[src/rtl/sorted_vec_drain.sv]
// sorted_vec_drain: captures whole sorted vectors from a non-stallable sorter,
// buffers them in a vector FIFO and streams them out one element per cycle
// (index 0 first) on a valid/ready interface, flagging the last element.
// Optional feature macro: SORTED_VEC_DRAIN_STATS_EN adds the saturating
// 16-bit dropped-vector counter on drop_cnt_o.
module sorted_vec_drain #(
  parameter int unsigned DATAWIDTH  = 8,
  parameter int unsigned DATALENGTH = 4,
  parameter int unsigned DEPTH      = 4
) (
  input  logic                          clk_i,
  input  logic                          rstn_i,
  input  logic                          vec_valid_i,
  input  logic [DATAWIDTH-1:0]          vec_i [DATALENGTH-1:0],
  output logic                          elem_valid_o,
  input  logic                          elem_ready_i,
  output logic [DATAWIDTH-1:0]          elem_o,
  output logic [$clog2(DATALENGTH)-1:0] elem_idx_o,
  output logic                          elem_last_o,
  output logic                          full_o,
  output logic                          empty_o,
  output logic                          overflow_o
`ifdef SORTED_VEC_DRAIN_STATS_EN
  ,
  output logic [15:0]                   drop_cnt_o
`endif
);

  localparam int unsigned IW = $clog2(DATALENGTH);
  localparam int unsigned AW = $clog2(DEPTH);
  localparam int unsigned PW = AW + 1;

  logic [DATAWIDTH-1:0] mem_q [DEPTH][DATALENGTH];

  logic [PW-1:0] wr_ptr_q, wr_ptr_d;
  logic [PW-1:0] rd_ptr_q, rd_ptr_d;
  logic [IW-1:0] idx_q, idx_d;
  logic          overflow_q, overflow_d;
`ifdef SORTED_VEC_DRAIN_STATS_EN
  logic [15:0]   drop_cnt_q, drop_cnt_d;
`endif

  logic empty_c, full_c, hs_c, last_c, pop_c, wr_en_c, drop_c;

  // Occupancy flags and handshake/write/drop qualifiers from current state
  always_comb begin
    empty_c = (wr_ptr_q == rd_ptr_q);
    full_c  = (wr_ptr_q[PW-1] != rd_ptr_q[PW-1]) &&
              (wr_ptr_q[AW-1:0] == rd_ptr_q[AW-1:0]);
    last_c  = (idx_q == IW'(DATALENGTH - 1));
    hs_c    = !empty_c && elem_ready_i;
    pop_c   = hs_c && last_c;
    // A pop in the same cycle frees the slot the incoming vector needs
    wr_en_c = vec_valid_i && (!full_c || pop_c);
    drop_c  = vec_valid_i && full_c && !pop_c;
  end

  // Next-state for pointers, element index and overflow tracking
  always_comb begin
    wr_ptr_d   = wr_ptr_q;
    rd_ptr_d   = rd_ptr_q;
    idx_d      = idx_q;
    overflow_d = overflow_q;
    if (wr_en_c) begin
      wr_ptr_d = wr_ptr_q + PW'(1);
    end
    if (hs_c) begin
      if (last_c) begin
        idx_d    = '0;
        rd_ptr_d = rd_ptr_q + PW'(1);
      end else begin
        idx_d = idx_q + IW'(1);
      end
    end
    if (drop_c) begin
      overflow_d = 1'b1;
    end
  end

  // Control state registers
  always_ff @(posedge clk_i or negedge rstn_i) begin
    if (!rstn_i) begin
      wr_ptr_q   <= '0;
      rd_ptr_q   <= '0;
      idx_q      <= '0;
      overflow_q <= 1'b0;
    end else begin
      wr_ptr_q   <= wr_ptr_d;
      rd_ptr_q   <= rd_ptr_d;
      idx_q      <= idx_d;
      overflow_q <= overflow_d;
    end
  end

  // Vector storage; contents survive reset, only the pointers are cleared
  always_ff @(posedge clk_i) begin
    if (wr_en_c) begin
      for (int unsigned i = 0; i < DATALENGTH; i++) begin
        mem_q[wr_ptr_q[AW-1:0]][i] <= vec_i[i];
      end
    end
  end

`ifdef SORTED_VEC_DRAIN_STATS_EN
  // Saturating dropped-vector counter
  always_comb begin
    drop_cnt_d = drop_cnt_q;
    if (drop_c && (drop_cnt_q != 16'hFFFF)) begin
      drop_cnt_d = drop_cnt_q + 16'd1;
    end
  end

  // Dropped-vector counter register
  always_ff @(posedge clk_i or negedge rstn_i) begin
    if (!rstn_i) begin
      drop_cnt_q <= '0;
    end else begin
      drop_cnt_q <= drop_cnt_d;
    end
  end

  assign drop_cnt_o = drop_cnt_q;
`endif

  // Output stream; element forced to zero while empty so stale storage never shows
  always_comb begin
    elem_valid_o = !empty_c;
    elem_o       = empty_c ? '0 : mem_q[rd_ptr_q[AW-1:0]][idx_q];
    elem_idx_o   = idx_q;
    elem_last_o  = last_c;
    full_o       = full_c;
    empty_o      = empty_c;
    overflow_o   = overflow_q;
  end

endmodule

[config.mk]
export PLATFORM = sky130hd
export DESIGN_NAME = sorted_vec_drain
export DESIGN_NICKNAME = d
export VERILOG_FILES = /design/src/rtl/sorted_vec_drain.sv
export SDC_FILE = /design/constraint.sdc
export NUM_CORES = 1
export LEC_CHECK = 0
export CORE_UTILIZATION = 60
export DETAILED_ROUTE_END_ITERATION = 8
export PLACE_DENSITY = 0.92
export SYNTH_ARGS = -nofsm -noshare
export SYNTH_HDL_FRONTEND = slang
export SYNTH_SLANG_ARGS = --single-unit
export TNS_END_PERCENT = 10
[constraint.sdc]
create_clock -name clk_i -period 5 [get_ports clk_i]
set_input_delay 1 -clock clk_i [delete_from_list [all_inputs] [get_ports clk_i]]
set_output_delay 1 -clock clk_i [all_outputs]
set_load 0.005 [all_outputs]
# After elaboration in Yosys (flattened, before gate mapping)
# Memories as Yosys holds them, arrays and structs flattened.
# Cells that the tools add are included.
[word_totals] mem_count=1 output_inout_bits=15 mem_bits_rw=128 inputBits=36 elab_cells=32 reg_bits=9
[classes] eq_ne=4 mux=7 reduce_logical=11 order_cmp=1 n_addsub=3 bitwise_logic=1
[mem_list] name="mem_q" words=4 word_bits=32 rd=1 rd_clocked_by_memory_dff=0 wr=1 line_no="33" source="logic [DATAWIDTH-1:0] mem_q [DEPTH][DATALENGTH];"
[op_table] operator="$mux W8" count=3
[op_table] operator="$bmux W8 S2" count=1
[op_table] operator="$add A3 B1 Y3 const B" count=2
[op_table] operator="$logic_and A1 B1 Y1" count=6
[op_table] operator="$eq A3 B3 Y1" count=1
[op_table] operator="$ge A3 B3 Y1 const B" count=1
[op_table] operator="$logic_not A1 Y1" count=3
[op_table] operator="$not A2 Y3" count=1
[op_table] operator="$add A2 B1 Y2 const B" count=1
[op_table] operator="$eq A2 B2 Y1" count=1
[op_table] operator="$eq A2 B2 Y1 const B" count=1
[op_table] operator="$mux W1" count=2
[op_table] operator="$mux W2" count=1
[op_table] operator="$reduce_and A2 Y1" count=1
[op_table] operator="$logic_or A1 B1 Y1" count=1
[op_table] operator="$ne A1 B1 Y1" count=1

# Longest topological paths before layout
# Gate-level depths: netlist of the first run.
[logic_depth] word_depth=8 mapped_depth=8 mapped_depth_nobuf=5

# Worst setup path after synthesis of the first run
# Ideal clock, no wire load.
[synth_timing] kind="input-to-reg" startpoint="input port elem_ready_i" endpoint="memory mem_q[3][0] in the netlist's numbering, enable pin" n_path_buf=0 setup_time_ns=0.394 required_ns=4.606 cell_stages=3 t_arrival_ns=2.123 slack_ns=2.483 path_cell_list="nand2_1 nand4_1 and3_1"
[synth_between] elab_chain_len=6
[synth_rtl] element="from (decl)" line_no="16" source="input logic elem_ready_i,"
[synth_rtl] element="$logic_and A1 B1 Y1" line_no="51" source="hs_c = !empty_c && elem_ready_i;"
[synth_rtl] element="$logic_and A1 B1 Y1" line_no="52" source="pop_c = hs_c && last_c;"
[synth_rtl] element="$logic_or A1 B1 Y1" line_no="54" source="wr_en_c = vec_valid_i && (!full_c || pop_c);"
[synth_rtl] element="$logic_and A1 B1 Y1" line_no="54"
[synth_rtl] element="$mux W1" line_no="97" source="if (wr_en_c) begin"
[synth_rtl] element="$mux W1 (implied by the code)" line_no="99" source="mem_q[wr_ptr_q[AW-1:0]][i] <= vec_i[i];"
[synth_rtl] element="to (decl)" line_no="33"
# Every way passes these cells.

# Worst setup path after layout of the first run
[layout_timing] startpoint="register rd_ptr_q[0]" endpoint="output port elem_o[2]"
[layout_between] elab_chain_len=5
[layout_rtl] element="from (decl)" line_no="36" source="logic [PW-1:0] rd_ptr_q, rd_ptr_d;"
[layout_rtl] element="from (signal assigned)" line_no="89" source="rd_ptr_q <= rd_ptr_d;"
[layout_rtl] element="$mem_v2 Z4 W32"
[layout_rtl] element="$bmux W8 S2" line_no="128" source="elem_o = empty_c ? '0 : mem_q[rd_ptr_q[AW-1:0]][idx_q];"
[layout_rtl] element="$mux W8 (implied by the code) (2 in a row)" line_no="128"
[layout_rtl] element="$mux W8 *" line_no="128"
[layout_rtl] element="to (decl)" line_no="17" source="output logic [DATAWIDTH-1:0] elem_o,"
# Mark *: on every way between the ends. The rest lies on a longest branch, timed or not. The select of a mux whose other input is x is not followed.

==> results of run 1 <==
per-stage QoR:
stage	setup WS, ns	area (um^2)	util	std cells
after floorplan	2.48	5510	-	256
after global placement	1.17	6090	0.691	406
after detailed placement	1.04	6090	0.691	406
after CTS	0.490	6680	0.758	438
after global routing	0.400	6680	0.758	438
final	0.565	6680	0.758	438
layout make-up:
class / instances / area share
clock buffer: 18 / 0.0626
tap: 108 / 0.0202
clock inverter: 14 / 0.0257
sequential: 137 / 0.610
timing repair buffer: 56 / 0.0817
inverter: 3 / 0.00169
multi-input combinational: 102 / 0.198
worst reg2reg max path, delay by kind of cell (launching register included):
| kind | cells | cell delay (ns) |
|---|---|---|
| XOR/XNOR | 1 | 0.20 |
| buffers and inverters | 1 | 0.42 |
| AND/OR/NAND/NOR | 2 | 0.41 |
| flip-flops | 1 | 1.08 |
cell families after synthesis:
| family | after synthesis |
|---|---|
| fa+ha+maj | 6 |
| flops | 137 |
| xor+xnor | 7 |
| buf+inv | 17 |
| mux | 45 |
| simple gates | 27 |
| compound gates | 17 |
worst max-delay path by stage:
stage,startpoint,endpoint,slack [ns],cells past startpoint
2_1_floorplan,elem_ready_i,mem_q[3][0],2.48,3
3_3_place_gp,rd_ptr_q[0],elem_o[2],1.17,5
3_5_place_dp,rd_ptr_q[0],elem_o[2],1.04,5
4_1_cts,rd_ptr_q[0],elem_o[2],0.49,5
5_1_grt,rd_ptr_q[0],elem_o[2],0.40,5
6_report,rd_ptr_q[0],elem_o[2],0.56,5
layout by cell type (no fill, tap or decap), types with 2 or more instances in the layout:
master	n
sky130_fd_sc_hd__clkinv_4	3
sky130_fd_sc_hd__and3_1	5
sky130_fd_sc_hd__mux4_2	18
sky130_fd_sc_hd__inv_6	4
sky130_fd_sc_hd__bufinv_16	3
sky130_fd_sc_hd__nor2b_1	7
sky130_fd_sc_hd__xor2_1	4
sky130_fd_sc_hd__inv_1	3
sky130_fd_sc_hd__dfrtp_1	8
sky130_fd_sc_hd__clkdlybuf4s50_1	50
sky130_fd_sc_hd__xnor2_1	2
sky130_fd_sc_hd__buf_4	6
sky130_fd_sc_hd__mux4_1	12
sky130_fd_sc_hd__clkbuf_16	16
sky130_fd_sc_hd__nand3b_1	2
sky130_fd_sc_hd__mux2_2	4
sky130_fd_sc_hd__nand2_1	4
sky130_fd_sc_hd__mux2i_1	11
sky130_fd_sc_hd__clkinv_1	2
sky130_fd_sc_hd__ha_1	6
sky130_fd_sc_hd__nor2_1	3
sky130_fd_sc_hd__a211oi_1	15
sky130_fd_sc_hd__nand4_1	2
sky130_fd_sc_hd__edfxtp_1	128
where the power goes:
group | switching, W | leakage [nW] | internal [W]
logic | 0.000599 | 0.751 | 0.000700
registers | 0.000189 | 1.28 | 0.00155
clock network | 0.000465 | 0.286 | 0.000763
flip-flops by register name, summed over array words and instances, names as in the netlist:
signal / flops
mem_q: 128
rd_ptr_q: 3
wr_ptr_q: 3
elem_idx_o: 2
overflow_o: 1
layer usage:
layer | vias up | routed length [um]
li1 | 1196 | -
met1 | 1391 | 3890
met2 | 97 | 5280
met3 | 22 | 566
met4 | 0 | 283
met5 | - | 0
==> report_table.html, run 1 <==
<table>
<tr><th>Metric</th><th>Value</th></tr>
<tr><th colspan="2">Synth</th></tr>
<tr><td>Post-synthesis share of cell area spent on and, or, nand and nor gates</td><td>0.0311</td></tr>
<tr><td>Multiplexer fraction of the synthesized cell area</td><td>0.159</td></tr>
<tr><td>Share of the synthesized netlist area taken by xor and xnor gates</td><td>0.0125</td></tr>
<tr><td>Instance count of the mapped netlist</td><td>256</td></tr>
<tr><td>Cell type with the largest total area after synthesis</td><td>sky130_fd_sc_hd__edfxtp_1</td></tr>
<tr><td>Post-synthesis compound-gate area fraction</td><td>0.0243</td></tr>
<tr><td>Total standard cell area after synthesis</td><td>0.00551 mm^2</td></tr>
<tr><td>Number of enable flip-flop cells after synthesis</td><td>128</td></tr>
<tr><td>Area contributors post-synth</td><td>sky130_fd_sc_hd__edfxtp_1 70%, sky130_fd_sc_hd__mux4_2 7.4%, sky130_fd_sc_hd__mux4_1 5.7%</td></tr>
<tr><td>Combinational family with the most area after synthesis</td><td>multiplexers</td></tr>
<tr><td>Top-area cell type share of the netlist area</td><td>0.697</td></tr>
<tr><td>Fraction of registers with async set or reset after synthesis</td><td>0.0657</td></tr>
<tr><td>Arithmetic-cell share of the synthesized area counting full adders, half adders and majority gates</td><td>0.0136</td></tr>
<tr><td>Syn. warnings</td><td>0</td></tr>
<tr><td>Seq cells post-synth</td><td>137</td></tr>
<tr><td>Most common library cells after synthesis</td><td>128 x sky130_fd_sc_hd__edfxtp_1, 18 x sky130_fd_sc_hd__mux4_2, 15 x sky130_fd_sc_hd__a211oi_1</td></tr>
<tr><td>Number of distinct standard cells referenced by the synthesized netlist</td><td>30</td></tr>
<tr><td>Average footprint of a synthesized cell</td><td>21.5 um^2</td></tr>
<tr><td>Number of nets produced by synthesis</td><td>298</td></tr>
<tr><td>Main flop type after synthesis</td><td>sky130_fd_sc_hd__edfxtp_1</td></tr>
<tr><td>Seq/Total Area, Yosys</td><td>0.738</td></tr>
<tr><td>Most instantiated library cell after synthesis</td><td>sky130_fd_sc_hd__edfxtp_1</td></tr>
<tr><th colspan="2">Critical path</th></tr>
<tr><td>Critical path's slowest cell</td><td>sky130_fd_sc_hd__dfrtp_2</td></tr>
<tr><td>Slack of the worst reg-to-reg path</td><td>2.51 ns</td></tr>
<tr><td>Worst EP required</td><td>4.00 ns</td></tr>
<tr><td>Worst path most repeated cell</td><td>sky130_fd_sc_hd__a211oi_1</td></tr>
<tr><td>Worst stage delay on the critical path</td><td>1.08 ns</td></tr>
<tr><td>Critical-path cell list</td><td>mux4_1 -&gt; nor2b_1 -&gt; a211oi_1 -&gt; a211oi_1 -&gt; clkdlybuf4s50_1</td></tr>
<tr><td>Class of the most critical setup path</td><td>reg -&gt; out</td></tr>
<tr><td>Reg-to-reg endpoint</td><td>mem_q[3][9]</td></tr>
<tr><td>Type of destination of the critical path</td><td>primary output</td></tr>
<tr><td>Largest fanout of any net on the critical path</td><td>37</td></tr>
<tr><td>Arrival time worst endpoint</td><td>3.44 ns</td></tr>
<tr><td>Launching point of the worst reg2reg path</td><td>rd_ptr_q[0]</td></tr>
<tr><td>Element type at the critical path start</td><td>register</td></tr>
<tr><td>Number of buffers and inverters on the critical path</td><td>1</td></tr>
<tr><td>Top delay family on crit path</td><td>flip-flops</td></tr>
<tr><td>Worst reg-to-reg path cell count</td><td>4</td></tr>
<tr><th colspan="2">Clock tree</th></tr>
<tr><td>Hold-fix buffers, CTS</td><td>0</td></tr>
<tr><td>Clock tree from TritonCTS</td><td>built</td></tr>
<tr><td>Total number of H-tree levels</td><td>4</td></tr>
<tr><td>Sink count of the clock tree</td><td>137</td></tr>
<tr><td>Clock latency at the later pin of the worst-skew pair</td><td>0.52 ns</td></tr>
<tr><td>Maximum number of buffers from clock root to sink</td><td>2</td></tr>
<tr><td>Number of cells upsized or downsized after cts</td><td>0</td></tr>
<tr><td>Clk slew on worst S/H paths</td><td>0.06 ns</td></tr>
<tr><td>Root buffer selected by CTS</td><td>sky130_fd_sc_hd__clkbuf_8</td></tr>
<tr><td>Clock buffer count from CTS</td><td>17</td></tr>
<tr><td>Post-CTS repair timing setup buffer count</td><td>0</td></tr>
<tr><th colspan="2">Hold path</th></tr>
<tr><td>Worst hold-check path type</td><td>reg -&gt; reg</td></tr>
<tr><td>Worst-case hold path end point</td><td>overflow_o</td></tr>
<tr><td>Hold Path Cell Cnt</td><td>1</td></tr>
<tr><td>Launch instance of the worst min-delay path</td><td>overflow_o</td></tr>
<tr><th colspan="2">Placement</th></tr>
<tr><td>Placer congestion estimate</td><td>0.682</td></tr>
<tr><td>Buffers added on ports</td><td>50</td></tr>
<tr><td>Final HPWL DP</td><td>5.56 mm</td></tr>
<tr><th colspan="2">Floorplan</th></tr>
<tr><td>Placeable core region</td><td>0.00881 mm^2</td></tr>
<tr><td>Die span in x</td><td>97.9 um</td></tr>
<tr><td>Die span in y</td><td>97.9 um</td></tr>
<tr><td>Boundary pin count</td><td>51</td></tr>
<tr><td>Num rows</td><td>34</td></tr>
<tr><td>Overall die area</td><td>0.00958 mm^2</td></tr>
<tr><td>Initial core utilization</td><td>0.626</td></tr>
<tr><th colspan="2">Power and ir drop</th></tr>
<tr><td>LEAKAGE</td><td>2.31 nW</td></tr>
<tr><td>Power Total</td><td>0.00427 W</td></tr>
<tr><td>Worst VDD drop</td><td>0.000321 V</td></tr>
<tr><td>Total power density per cell area</td><td>639 mW/mm^2</td></tr>
<tr><th colspan="2">Drt</th></tr>
<tr><td>Post-detailed-route wirelength per cell</td><td>22.9 um</td></tr>
<tr><td>DRC violation total after the first TritonRoute iteration</td><td>197</td></tr>
<tr><td>ANT nets after route</td><td>0</td></tr>
<tr><td>Post-route DRC</td><td>4</td></tr>
<tr><td>Number of vias per cell</td><td>6.18</td></tr>
<tr><td>Number of detailed-route iterations in the first pass</td><td>6</td></tr>
<tr><td>Vias after detailed routing</td><td>2,706</td></tr>
<tr><td>Total routed wirelength</td><td>10.0 mm</td></tr>
<tr><th colspan="2">STA</th></tr>
<tr><td>Final critical-path share of the clock period</td><td>0.887</td></tr>
<tr><td>Highest clock frequency the design can meet</td><td>225 MHz</td></tr>
<tr><td>Final worst clock skew</td><td>0.00536 ns</td></tr>
<tr><td>Fin Hold WS</td><td>0.472 ns</td></tr>
<tr><td>Worst slew slack as a fraction of its limit</td><td>0.269</td></tr>
<tr><td>Least-Margin Pin Slew</td><td>1.10 ns</td></tr>
<tr><td>Post-Route Setup TNS</td><td>0 ns</td></tr>
<tr><td>Final min period</td><td>4.44 ns</td></tr>
<tr><td>Max-slew violation total from the final report</td><td>0</td></tr>
<tr><td>Endpoints failing hold</td><td>0</td></tr>
<tr><td>Number of failing setup endpoints in the final timing report</td><td>0</td></tr>
<tr><td>RSZ-0062 raised after global routing</td><td>no</td></tr>
<tr><th colspan="2">Outcome</th></tr>
<tr><td>Result of the run</td><td>complete, but fails checks</td></tr>
<tr><td>Violated checks</td><td>design-rule violations</td></tr>
<tr><th colspan="2">GRT</th></tr>
<tr><td>Total GRT Usage</td><td>0.232</td></tr>
<tr><td>Met1 usage</td><td>0.289</td></tr>
<tr><td>Number of global-route vias before repair</td><td>2,867</td></tr>
<tr><td>Largest net degree at the start of global routing</td><td>38</td></tr>
<tr><td>Overflow left after global routing</td><td>0</td></tr>
<tr><td>Most utilized layer in the global route result</td><td>met2</td></tr>
<tr><td>Antenna violations before repair</td><td>0</td></tr>
<tr><td>First-pass GRT wire length</td><td>15.8 mm</td></tr>
<tr><td>Grt met2 use</td><td>0.374</td></tr>
<tr><td>Met3 Usage GRT</td><td>0.0752</td></tr>
<tr><th colspan="2">Final layout</th></tr>
<tr><td>Area growth from synthesis to final layout</td><td>21.1%</td></tr>
<tr><td>Antenna diode instance count</td><td>0</td></tr>
<tr><td>Layout filler cell count</td><td>463</td></tr>
<tr><td>Ratio of cells with drive above 1 in the final layout</td><td>0.194</td></tr>
<tr><td>Reg area</td><td>0.00407 mm^2</td></tr>
<tr><td>Area of combinational cells with multiple inputs</td><td>0.00133 mm^2</td></tr>
<tr><td>Layout Nets</td><td>359</td></tr>
<tr><th colspan="2">Job</th></tr>
<tr><td>Max-cap violations</td><td>0</td></tr>
</table>
Power figures use the tool's default switching activity.
==> run 2, diff against run 1 <==
TNS_END_PERCENT = 20   (was 10)
==> results of run 2 <==
Final layout, timing and power as in run 1 (identical DEF).
==> run 3, diff against run 2 <==
clock period = 5.7 ns   (was 5 ns; I/O delays follow)
==> run 3 against run 2 <==
  * The flow still finishes with violations (design-rule violations)
  * Routed wire length decreased by 3.7%
  * Hold slack improved by 0.0016 ns
  * Die area unchanged
  * Worst setup slack improved by 0.53 ns
  * Register-to-register slack improved by 0.55 ns
  * Via count increased by 0.67%
  * First-iteration DRC count increased by 9.6%
  * Largest cell class unchanged
  * Largest power group unchanged
==> report_table.html, run 3 (synthesized netlist as in run 1, its figures left out) <==
<table>
<tr><th>Metric</th><th>Value</th></tr>
<tr><th colspan="2">Placement</th></tr>
<tr><td>Buffers added on ports</td><td>50 (unchanged)</td></tr>
<tr><td>Pre-CTS worst setup slack</td><td>1.60 ns (was 1.04 ns)</td></tr>
<tr><td>Cell total after placement</td><td>406 (unchanged)</td></tr>
<tr><td>Placer congestion estimate</td><td>0.690 (was 0.682)</td></tr>
<tr><th colspan="2">Drt</th></tr>
<tr><td>ANT nets after route</td><td>0 (unchanged)</td></tr>
<tr><td>Number of vias per cell</td><td>6.23 (was 6.18)</td></tr>
<tr><td>Post-detailed-route wirelength per cell</td><td>22.1 um (was 22.9 um)</td></tr>
<tr><td>Number of detailed-route iterations in the first pass</td><td>6 (unchanged)</td></tr>
<tr><td>Post-route DRC</td><td>4 (unchanged)</td></tr>
<tr><td>Total routed wirelength</td><td>9.64 mm (was 10.0 mm)</td></tr>
<tr><td>DRC violation total after the first TritonRoute iteration</td><td>216 (was 197)</td></tr>
<tr><td>Vias after detailed routing</td><td>2,724 (was 2,706)</td></tr>
<tr><th colspan="2">Final layout</th></tr>
<tr><td>Reg area</td><td>0.00407 mm^2 (unchanged)</td></tr>
<tr><td>Antenna diode instance count</td><td>0 (unchanged)</td></tr>
<tr><td>Most frequent cells in the layout</td><td>128 x sky130_fd_sc_hd__edfxtp_1, 50 x sky130_fd_sc_hd__clkdlybuf4s50_1, 18 x sky130_fd_sc_hd__mux4_2, 16 x sky130_fd_sc_hd__clkbuf_16, 15 x sky130_fd_sc_hd__a211oi_1 (unchanged)</td></tr>
<tr><td>Number of flip-flops under the largest register name</td><td>128 (unchanged)</td></tr>
<tr><td>Area growth from synthesis to final layout</td><td>20.6% (was 21.1%)</td></tr>
<tr><td>Ratio of cells with drive above 1 in the final layout</td><td>0.201 (was 0.194)</td></tr>
<tr><td>Layout filler cell count</td><td>463 (unchanged)</td></tr>
<tr><td>Most frequent standard cell in the layout excluding fill and tap cells</td><td>sky130_fd_sc_hd__edfxtp_1 (unchanged)</td></tr>
<tr><td>Final instance count without filler cells</td><td>437 (was 438)</td></tr>
<tr><td>Area of combinational cells with multiple inputs</td><td>0.00133 mm^2 (unchanged)</td></tr>
<tr><td>Layout Nets</td><td>359 (unchanged)</td></tr>
<tr><th colspan="2">Outcome</th></tr>
<tr><td>Result of the run</td><td>complete, but fails checks (unchanged)</td></tr>
<tr><td>Violated checks</td><td>design-rule violations (unchanged)</td></tr>
<tr><th colspan="2">Critical path</th></tr>
<tr><td>Launching instance or port of the critical path</td><td>rd_ptr_q[0] (unchanged)</td></tr>
<tr><td>Worst path most repeated cell</td><td>sky130_fd_sc_hd__a211oi_1 (unchanged)</td></tr>
<tr><td>Worst EP required</td><td>4.56 ns (was 4.00 ns)</td></tr>
<tr><td>Type of destination of the critical path</td><td>primary output (unchanged)</td></tr>
<tr><td>Class of the most critical setup path</td><td>reg -&gt; out (unchanged)</td></tr>
<tr><td>Arrival time worst endpoint</td><td>3.47 ns (was 3.44 ns)</td></tr>
<tr><td>Critical-path cell list</td><td>mux4_1 -&gt; nor2b_1 -&gt; a211oi_1 -&gt; a211oi_1 -&gt; clkdlybuf4s50_1 (unchanged)</td></tr>
<tr><td>Element type at the critical path start</td><td>register (unchanged)</td></tr>
<tr><td>Worst stage delay on the critical path</td><td>1.09 ns (was 1.08 ns)</td></tr>
<tr><td>Critical path's slowest cell</td><td>sky130_fd_sc_hd__dfrtp_2 (unchanged)</td></tr>
<tr><td>Top delay family on crit path</td><td>flip-flops (unchanged)</td></tr>
<tr><td>Slack of the worst reg-to-reg path</td><td>3.06 ns (was 2.51 ns)</td></tr>
<tr><td>Largest fanout of any net on the critical path</td><td>37 (unchanged)</td></tr>
<tr><td>Worst reg-to-reg path cell count</td><td>5 (was 4)</td></tr>
<tr><td>Number of buffers and inverters on the critical path</td><td>1 (unchanged)</td></tr>
<tr><td>Launching point of the worst reg2reg path</td><td>elem_idx_o[1] (was rd_ptr_q[0])</td></tr>
<tr><td>Reg-to-reg endpoint</td><td>mem_q[1][8] (was mem_q[3][9])</td></tr>
<tr><th colspan="2">Power and ir drop</th></tr>
<tr><td>Total power density per cell area</td><td>554 mW/mm^2 (was 639 mW/mm^2)</td></tr>
<tr><td>LEAKAGE</td><td>2.31 nW (about the same)</td></tr>
<tr><td>Worst VDD drop</td><td>0.000259 V (was 0.000321 V)</td></tr>
<tr><td>P_sw</td><td>0.00109 W (was 0.00125 W)</td></tr>
<tr><td>Switching Share</td><td>0.295 (was 0.294)</td></tr>
<tr><td>Share of power burned in the clock network</td><td>0.278 (was 0.288)</td></tr>
<tr><td>Combinational share of power</td><td>0.296 (was 0.304)</td></tr>
<tr><td>Internal Power</td><td>0.00260 W (was 0.00301 W)</td></tr>
<tr><td>Reg power frac</td><td>0.426 (was 0.408)</td></tr>
<tr><th colspan="2">STA</th></tr>
<tr><td>Post-Route Setup TNS</td><td>0 ns (unchanged)</td></tr>
<tr><td>Final min period</td><td>4.61 ns</td></tr>
<tr><td>Final critical-path share of the clock period</td><td>0.808</td></tr>
<tr><td>Number of failing setup endpoints in the final timing report</td><td>0 (unchanged)</td></tr>
<tr><td>RSZ-0062 raised after global routing</td><td>no (unchanged)</td></tr>
<tr><td>Least-Margin Pin Slew</td><td>1.10 ns (about the same)</td></tr>
<tr><td>Final worst clock skew</td><td>0.00844 ns (was 0.00536 ns)</td></tr>
<tr><td>Slack of the critical path</td><td>1.09 ns (was 0.565 ns)</td></tr>
<tr><td>Endpoints failing hold</td><td>0 (unchanged)</td></tr>
<tr><td>Worst slew slack as a fraction of its limit</td><td>0.267 (was 0.269)</td></tr>
<tr><td>Highest clock frequency the design can meet</td><td>217 MHz</td></tr>
<tr><td>Max-slew violation total from the final report</td><td>0 (unchanged)</td></tr>
<tr><td>Fin Hold WS</td><td>0.474 ns (was 0.472 ns)</td></tr>
<tr><th colspan="2">Clock tree</th></tr>
<tr><td>Clock latency at the later pin of the worst-skew pair</td><td>0.51 ns (was 0.52 ns)</td></tr>
<tr><td>Root buffer selected by CTS</td><td>sky130_fd_sc_hd__clkbuf_8 (unchanged)</td></tr>
<tr><td>Clock buffer count from CTS</td><td>17 (unchanged)</td></tr>
<tr><td>Clock tree from TritonCTS</td><td>built (unchanged)</td></tr>
<tr><td>Hold-fix buffers, CTS</td><td>0 (unchanged)</td></tr>
<tr><td>Number of cells upsized or downsized after cts</td><td>0 (unchanged)</td></tr>
<tr><td>Post-CTS repair timing setup buffer count</td><td>0 (unchanged)</td></tr>
<tr><td>Maximum number of buffers from clock root to sink</td><td>2 (unchanged)</td></tr>
<tr><td>Clk slew on worst S/H paths</td><td>0.06 ns (about the same)</td></tr>
<tr><td>Total number of H-tree levels</td><td>4 (unchanged)</td></tr>
<tr><td>Sink count of the clock tree</td><td>137 (unchanged)</td></tr>
<tr><th colspan="2">GRT</th></tr>
<tr><td>First-pass GRT wire length</td><td>15.2 mm (was 15.8 mm)</td></tr>
<tr><td>Largest net degree at the start of global routing</td><td>38 (unchanged)</td></tr>
<tr><td>Total GRT Usage</td><td>0.223 (was 0.232)</td></tr>
<tr><td>Number of global-route vias before repair</td><td>2,830 (was 2,867)</td></tr>
<tr><td>Antenna violations before repair</td><td>0 (unchanged)</td></tr>
<tr><td>Overflow left after global routing</td><td>0 (unchanged)</td></tr>
<tr><th colspan="2">Job</th></tr>
<tr><td>Max-cap violations</td><td>0 (unchanged)</td></tr>
<tr><th colspan="2">Floorplan</th></tr>
<tr><td>Num rows</td><td>34 (unchanged)</td></tr>
<tr><td>Overall die area</td><td>0.00958 mm^2 (unchanged)</td></tr>
<tr><td>Boundary pin count</td><td>51 (unchanged)</td></tr>
<tr><td>Placeable core region</td><td>0.00881 mm^2 (unchanged)</td></tr>
<tr><td>Die span in x</td><td>97.9 um (unchanged)</td></tr>
<tr><td>Die span in y</td><td>97.9 um (unchanged)</td></tr>
<tr><td>Initial core utilization</td><td>0.626 (unchanged)</td></tr>
<tr><th colspan="2">Hold path</th></tr>
<tr><td>Worst hold-check path type</td><td>reg -&gt; reg (unchanged)</td></tr>
<tr><td>Worst-case hold path end point</td><td>overflow_o (unchanged)</td></tr>
<tr><td>Launch instance of the worst min-delay path</td><td>overflow_o (unchanged)</td></tr>
<tr><td>Hold Path Cell Cnt</td><td>1 (unchanged)</td></tr>
</table>
[run 3: cell count changes in the layout (fill, tap and decap cells not counted)]
cell / change
sky130_fd_sc_hd__clkinv_2: +3
sky130_fd_sc_hd__clkinv_1: -2
sky130_fd_sc_hd__clkinv_4: +2
sky130_fd_sc_hd__inv_6: -2
sky130_fd_sc_hd__bufinv_16: -1
sky130_fd_sc_hd__clkbuf_1: -1
[run 3: area by class of cell]
type                            instances  share of cell area
Inverter                                3             0.00169
Multi-Input combinational cell        102               0.199
Tap cell                              108              0.0203
Clock buffer                           17              0.0623
Timing Repair Buffer                   56              0.0820
Sequential cell                       137               0.612
Clock inverter                         14              0.0224
[run 3: worst max-delay path by stage]
stage	end	slack, ns	depth (start not counted)
finish	elem_o[1]	1.09	5
global route	elem_o[1]	0.90	5
CTS	elem_o[1]	1.02	5
detailed placement	elem_o[1]	1.60	5
global placement	elem_o[2]	1.69	5
floorplan	mem_q[3][0]	3.04	3
[run 3: through the flow]
stage	total power (W)	area, um^2	util
floorplan	0.00226	5510	-
global placement	0.00262	6090	0.691
detailed placement	0.00268	6090	0.691
CTS	0.00372	6650	0.755
global route	0.00385	6650	0.755
finish	0.00368	6650	0.755
[run 3: power by group through the flow]
stage	clock network (W)	registers (W)	logic, W
floorplan	0	0.00144	0.000827
global placement	0	0.00157	0.00106
detailed placement	0	0.00159	0.00109
CTS	0.00104	0.00158	0.00110
global route	0.00108	0.00160	0.00117
finish	0.00102	0.00157	0.00109
[run 3: per-layer routing]
metal,track usage,up-vias,routed length (um)
li1,-,1194,-
met1,0.279,1405,3820
met2,0.373,115,5140
met3,0.0623,10,576
met4,0.0874,0,99
met5,0,-,0
